File: src/rtl/divider32_if.sv
// divider32_if: start/busy/done handshake and operand/result bus of the
// 32-bit iterative divider. The master is the issue logic (or a bench),
// the slave is the divider itself.
interface divider32_if #(
    parameter int WIDTH = 32
);
    logic             start;
    logic [WIDTH-1:0] opa;
    logic [WIDTH-1:0] opb;
    logic             busy;
    logic             done;
    logic [WIDTH-1:0] quo;
    logic [WIDTH-1:0] rem;
    logic             dz;

    modport master (
        output start, opa, opb,
        input  busy, done, quo, rem, dz
    );

    modport slave (
        input  start, opa, opb,
        output busy, done, quo, rem, dz
    );
endinterface

File: src/rtl/divider32.sv
// divider32: unsigned restoring divider, one trial subtraction per clock.
// A start accepted in IDLE runs 32 steps in RUN, then DONE pulses for one
// cycle with quo/rem/dz loaded. Results hold until the next completion.
// Optional macro DIV_ZERO_FAST_EN: a zero divisor skips RUN and completes
// straight from IDLE with quo=all ones, rem=dividend, dz=1.
module divider32 #(
    parameter int WIDTH = 32,
    parameter int CNT_W = 5
) (
    input  logic        clk,
    input  logic        rst_n,
    divider32_if.slave  bus
);

    localparam logic [1:0] S_IDLE = 2'd0;
    localparam logic [1:0] S_RUN  = 2'd1;
    localparam logic [1:0] S_DONE = 2'd2;

    localparam logic [CNT_W-1:0] CNT_LAST = CNT_W'(WIDTH - 1);

    logic [1:0]       state_q, state_d;
    logic [CNT_W-1:0] cnt_q,   cnt_d;
    logic [WIDTH-1:0] dvd_q,   dvd_d;   // dividend shifting out, quotient shifting in
    logic [WIDTH-1:0] dsr_q,   dsr_d;   // divisor, stable for the whole op
    logic [WIDTH-1:0] pr_q,    pr_d;    // partial remainder
    logic [WIDTH-1:0] quo_q,   quo_d;
    logic [WIDTH-1:0] rem_q,   rem_d;
    logic             dz_q,    dz_d;

    logic [WIDTH:0]   trial;
    logic [WIDTH:0]   diff;
    logic             qbit;
    logic [WIDTH-1:0] pr_step;
    logic [WIDTH-1:0] dvd_step;

    // One restoring step: shift in the next dividend bit, try the subtract,
    // keep it only when it does not borrow.
    always_comb begin
        trial    = {pr_q, dvd_q[WIDTH-1]};
        diff     = trial - {1'b0, dsr_q};
        qbit     = ~diff[WIDTH];
        pr_step  = qbit ? diff[WIDTH-1:0] : trial[WIDTH-1:0];
        dvd_step = {dvd_q[WIDTH-2:0], qbit};
    end

    // Control FSM and datapath next-state.
    always_comb begin
        state_d = state_q;
        cnt_d   = cnt_q;
        dvd_d   = dvd_q;
        dsr_d   = dsr_q;
        pr_d    = pr_q;
        quo_d   = quo_q;
        rem_d   = rem_q;
        dz_d    = dz_q;

        case (state_q)
            S_IDLE: begin
                if (bus.start) begin
                    dvd_d   = bus.opa;
                    dsr_d   = bus.opb;
                    pr_d    = '0;
                    cnt_d   = '0;
                    state_d = S_RUN;
`ifdef DIV_ZERO_FAST_EN
                    if (bus.opb == '0) begin
                        quo_d   = '1;
                        rem_d   = bus.opa;
                        dz_d    = 1'b1;
                        state_d = S_DONE;
                    end
`endif
                end
            end
            S_RUN: begin
                dvd_d = dvd_step;
                pr_d  = pr_step;
                cnt_d = cnt_q + CNT_W'(1);
                if (cnt_q == CNT_LAST) begin
                    quo_d   = dvd_step;
                    rem_d   = pr_step;
                    dz_d    = (dsr_q == '0);
                    state_d = S_DONE;
                end
            end
            S_DONE: begin
                state_d = S_IDLE;
            end
            default: begin
                state_d = S_IDLE;
            end
        endcase
    end

    // State registers; reset aborts any op in flight and clears everything.
    always_ff @(posedge clk or negedge rst_n) begin
        if (!rst_n) begin
            state_q <= S_IDLE;
            cnt_q   <= '0;
            dvd_q   <= '0;
            dsr_q   <= '0;
            pr_q    <= '0;
            quo_q   <= '0;
            rem_q   <= '0;
            dz_q    <= 1'b0;
        end else begin
            state_q <= state_d;
            cnt_q   <= cnt_d;
            dvd_q   <= dvd_d;
            dsr_q   <= dsr_d;
            pr_q    <= pr_d;
            quo_q   <= quo_d;
            rem_q   <= rem_d;
            dz_q    <= dz_d;
        end
    end

    assign bus.busy = (state_q == S_RUN);
    assign bus.done = (state_q == S_DONE);
    assign bus.quo  = quo_q;
    assign bus.rem  = rem_q;
    assign bus.dz   = dz_q;

endmodule

File: src/flat_wrapper.sv
// flat-port wrapper written by rule: the top's interface ports become plain ports
module divider32_flat 
#(
    parameter int WIDTH = 32,
    parameter int CNT_W = 5
)
  (clk, rst_n, bus_start, bus_opa, bus_opb, bus_busy, bus_done, bus_quo, bus_rem, bus_dz);
  divider32_if #(.WIDTH(WIDTH)) bus_i ();
  input  logic clk;
  input  logic rst_n;
  input wire logic [$bits(bus_i.start)-1:0] bus_start;
  input wire logic [$bits(bus_i.opa)-1:0] bus_opa;
  input wire logic [$bits(bus_i.opb)-1:0] bus_opb;
  output wire logic [$bits(bus_i.busy)-1:0] bus_busy;
  output wire logic [$bits(bus_i.done)-1:0] bus_done;
  output wire logic [$bits(bus_i.quo)-1:0] bus_quo;
  output wire logic [$bits(bus_i.rem)-1:0] bus_rem;
  output wire logic [$bits(bus_i.dz)-1:0] bus_dz;
  assign bus_i.start = bus_start;
  assign bus_i.opa = bus_opa;
  assign bus_i.opb = bus_opb;
  assign bus_busy = bus_i.busy;
  assign bus_done = bus_i.done;
  assign bus_quo = bus_i.quo;
  assign bus_rem = bus_i.rem;
  assign bus_dz = bus_i.dz;
  divider32 #(.WIDTH(WIDTH), .CNT_W(CNT_W)) u_core (.clk(clk), .rst_n(rst_n), .bus(bus_i));
endmodule
File: config.mk
export PLATFORM = sky130hd
export DESIGN_NAME = divider32_flat
export DESIGN_NICKNAME = d
export VERILOG_FILES = /design/src/rtl/divider32_if.sv /design/src/rtl/divider32.sv /design/src/flat_wrapper.sv
export SDC_FILE = /design/constraint.sdc
export NUM_CORES = 1
export LEC_CHECK = 0
export ABC_CLOCK_PERIOD_IN_PS = 2900
export CORE_ASPECT_RATIO = 1.25
export CORE_MARGIN = 1
export CORE_UTILIZATION = 46
export CTS_CLUSTER_DIAMETER = 40
export DETAILED_ROUTE_END_ITERATION = 10
export GPL_TIMING_DRIVEN = 0
export PLACE_DENSITY = 0.68
export REMOVE_ABC_BUFFERS = 1
export SLEW_MARGIN = 20
export SYNTH_ARGS = -nofsm -noshare
export SYNTH_HDL_FRONTEND = slang
export SYNTH_SLANG_ARGS = --single-unit
File: constraint.sdc
create_clock -name clk -period 2.9 [get_ports clk]
set_input_delay 0.58 -clock clk [delete_from_list [all_inputs] [get_ports clk]]
set_output_delay 0.58 -clock clk [all_outputs]
set_load 0.1 [all_outputs]
After elaboration in Yosys (flattened, before gate mapping)
Cells that the tools add are included.

Flip-flop bits (word level): 168. Input bits: 67. Logic and storage cells: 33.

Add/subtract/negate cells: 2. Eq/ne operators: 5. Multiplexer cells: 10. Bitwise logic cells: 1. Reduce and logical (&&, ||, !) cells: 7.

Operators with widths (count): case mux 32 bit (2 select lines) (2); two-way mux 32 bit (3); subtractor 33 x 32 -> 33 bit (1); logical NOT 32 bit (1); case mux 5 bit (2 select lines) (1); AND reduction 2 bit (4); adder 5 x 1 -> 5 bit, second input constant (1); equality test 5 bit, second input constant (1); two-way mux 5 bit (1); two-way mux 2 bit (2); case mux 2 bit (2 select lines) (1); equality test 2 x 1 -> 1 bit, second input constant (1); equality test 2 bit, second input constant (1); logical NOT 2 bit (1); inequality test 2 x 1 -> 1 bit, second input constant (1); inequality test 2 bit, second input constant (1); nonzero test 2 bit (1); NOT 1 bit (1).

Logic depth before layout (Yosys ltp)
Depth in word-level cells: 3. Gate-level depth with buffers: 14. Gate-level depth less buffers: 12.

Least setup slack after synthesis
No wires, ideal clock.

Kind: reg2reg. Start point: register u_core.dsr_q[0]. End point: register u_core.rem_q[8], in the netlist u_core.bus.rem[8]. Arrival time: 2769 ps. Required time: 2768 ps. Slack: -1 ps. Cell stages (with the launch flop): 13. Cell sequence: dfrtp_1 ha_1 fa_1 nand2b_1 a21oi_2 o21a_2 a21oi_2 o2111ai_1 o211ai_2 xnor2_4 buf_6 mux2i_1 o21ai_1.

Cells in the longest elaborated chain, start to end: 2.

Ends and longest elaborated chain: start, declared (RTL line divider32.sv:24) `logic [WIDTH-1:0] dsr_q, dsr_d;`; start signal, assigned (RTL line divider32.sv:110) `dsr_q <= dsr_d;`; subtractor 33 x 32 -> 33 bit (RTL line divider32.sv:40) `diff = trial - {1'b0, dsr_q};`; two-way mux 32 bit (RTL line divider32.sv:42) `pr_step = qbit ? diff[WIDTH-1:0] : trial[WIDTH-1:0];`; end signal, assigned (RTL line divider32.sv:113) `rem_q <= rem_d;`; end, declared (RTL line divider32.sv:27) `logic [WIDTH-1:0] rem_q, rem_d;`.

No other way between the ends. A chain may end at the register's enable or synchronous reset.

Final worst setup path
Start point: register u_core.dsr_q[0]. End point: register u_core.rem_q[22], in the netlist u_core.bus.rem[22].

Same word-level chain as after synthesis.

==> results.toml <==
[status]
status = "complete, but fails checks"
violations = "design-rule violations, negative setup slack"

[synthesis]
synthArstFlopShare_pct = 100.0
netlist_area_um2 = 8747
yosysUniqueCellTypes = 51
ys.flop_type = "dfrtp_1"
synth_seq_area_share_pct = 48.06
yosysWarnings = 0
synth-seq-cells = 168
syn_area_per_cell_um2 = 9.655
synth_edf_count = 0
synth_cells = 906

[global_routing]
grt_util_all_layers_pct = 23.66
grt_max_degree = 90
first_global_vias = 7148
antenna_found_initial = 0
grt_pass1_wl_um = 36580
grt_overflow = 0

[floorplan]
fp.coreArea_um2 = 18710
die_h_um = 156.2
start_util_pct = 46.76
die_w_um = 125.3
die-area_um2 = 19580
ios = 134
row_count = 56

[setup_path]
crit_start = "u_core.dsr_q[0]"
r2r_cells = 13
cp_max_fo = 8
r2r-start = "u_core.dsr_q[0]"
required_ps = 3210
cp-end-kind = "flip-flop"
crit_type = "reg -> reg"
cp.arrival_ps = 3210
startpoint_type = "flip-flop"

[clock_tree]
cts_sinks = 168
cts-root-buf = "clkbuf_16"
cts_tree = "built"
htree_levels = 4
clkSlewWorstSetupHoldPaths_ps = 60
cts_buffer_depth = 2
numCtsBuffers = 17
insertion_delay_ps = 430

[sta]
min_period_ps = 2905
worst_slack_ps = -4.541
period_share_pct = 100.2
worstMarginPinSlew_ps = 1016
finalHoldViolations = 0
finalMaxSlewViolations = 0
fmax_mhz = 344.3
skew_ps = 15.04
rsz0062_at_grt = "yes"
max_slew_margin_pct = 32.08
finalSetupViolCount = 1

[layout]
multiInputGateArea_um2 = 4823
diodes = 0
final_cell_mix = "165 x dfrtp_1, 129 x clkdlybuf4s50_1, 126 x nand2_1, 77 x o21ai_0, 61 x o21ai_1"
final_common_cell = "dfrtp_1"
layout.nets = 1136
post-route-util_pct = 63.16
n_fill_cell = 1518
layout-drive-gt1-share_pct = 17.67
seqCellArea_um2 = 4213
syn_to_final_growth_pct = 35.09

[placement]
place_congestion = 0.9321
port_buffers = 133
dp_slack_ps = -884.1
hpwl_um = 14660

[detailed_routing]
detail_route.wl_per_cell_um = 17.53
drc = 6
viasPerCell = 5.625
drt_iter0_drc = 410
vias = 7194
firstDrtPassIters = 10
wl_um = 22430
ant_nets = 0

[worst_hold_path]
holdCritPathClass = "in -> async"

[run]
drv_cap = 0
worst paths after layout:
check	slack (ps)	end
min reg2reg	480	u_core.bus.rem[11]
max in group asynchronous	1870	u_core.state_q[0]
min	120	u_core.bus.rem[30]
max	-5	u_core.bus.rem[22]
min in group clk	480	u_core.bus.rem[11]
max reg2reg	-5	u_core.bus.rem[22]
cell usage after synthesis, types with 5 or more instances:
master,n,area [um2]
a21o_1,13,97.59
nor2_1,16,60.06
ha_1,34,425.4
clkbuf_1,37,138.9
nor4_1,8,50.05
xor2_1,10,87.58
nand2_1,127,476.7
buf_1,6,22.52
inv_1,38,142.6
xnor2_1,20,175.2
dfrtp_1,168,4204
o21ai_1,67,335.3
nand4_1,7,43.79
mux2_2,32,360.4
o21a_1,5,37.54
and3_1,12,75.07
mux2i_1,30,300.3
a21oi_1,58,290.3
nor2b_1,36,225.2
a22oi_1,31,232.7
o21ai_0,81,405.4
nand2b_1,8,50.05
sequential cells by signal, indices dropped and copies added, names as in the netlist:
| name | count |
|---|---|
| u_core.bus.rem | 32 |
| u_core.state_q | 2 |
| u_core.dvd_q | 32 |
| u_core.bus.quo | 32 |
| u_core.bus.dz | 1 |
| u_core.dsr_q | 32 |
| u_core.pr_q | 32 |
| u_core.cnt_q | 5 |
area by class of cell:
class | instances | share of cell area (%)
clock buffer | 19 | 3.833
clock inverter | 13 | 1.440
inverter | 38 | 1.271
multi-input combinational | 651 | 40.82
sequential | 168 | 35.65
tap | 232 | 2.457
timing repair buffer | 158 | 14.53
cells by family (layout without fill, tap and decap cells):
kind of cell             count (synthesis)  in the layout  share of synthesized area, %
AND/OR/NAND/NOR                        230            231                         12.30
adder cells (fa/ha/maj)                 35             35                         5.092
XOR/XNOR                                31             31                         3.319
flip-flops                             168            168                         48.06
buffers and inverters                   88            228                         4.091
AO/OA/AOI/OAI                          290            290                         19.24
multiplexers                            64             64                         7.896
critical path, cell delays in order (launching register included):
cell,delay (ps)
dfrtp_1,390
ha_2,200
fa_2,330
nand2b_4,160
a21oi_4,160
o21a_4,170
a21oi_2,60
o2111ai_2,180
o211ai_2,180
xnor2_4,230
buf_12,170
buf_16,170
mux2i_4,270
o21ai_1,90
timing repair:
item | 4_1_cts | 5_1_grt
gates cloned | 3 | 0
pin swaps | 8 | 16
hold buffers | 0 | 0
hold endpoints to repair | 0 | 0
resized for setup | 79 | 53
setup buffers | 12 | 5
endpoints found under the setup margin | 102 | 66
layer usage:
metal  vias up  GRT usage (%)  share of wire [%]
met4         0          8.885                2.0
li1       3457              -                  -
met5         -              0                  0
met3        30          6.241                6.0
met1      3535          29.96                 43
met2       172          38.89                 49
stage by stage:
step	area, um2	hold slack [ps]	TNS [ps]	instances
after floorplan	8532	284.4	-218110	856
after global placement	10150	462.5	-1559490	1221
after detailed placement	10380	466.4	-50410	1228
after CTS	11570	149.5	-2431	1275
after global routing	11820	178.9	-4623	1279
final	11820	119.3	-4.541	1279
Power is left out: the tool's default activity adds up to more than one toggle a clock period on the data nets, which glitch-free logic cannot reach.
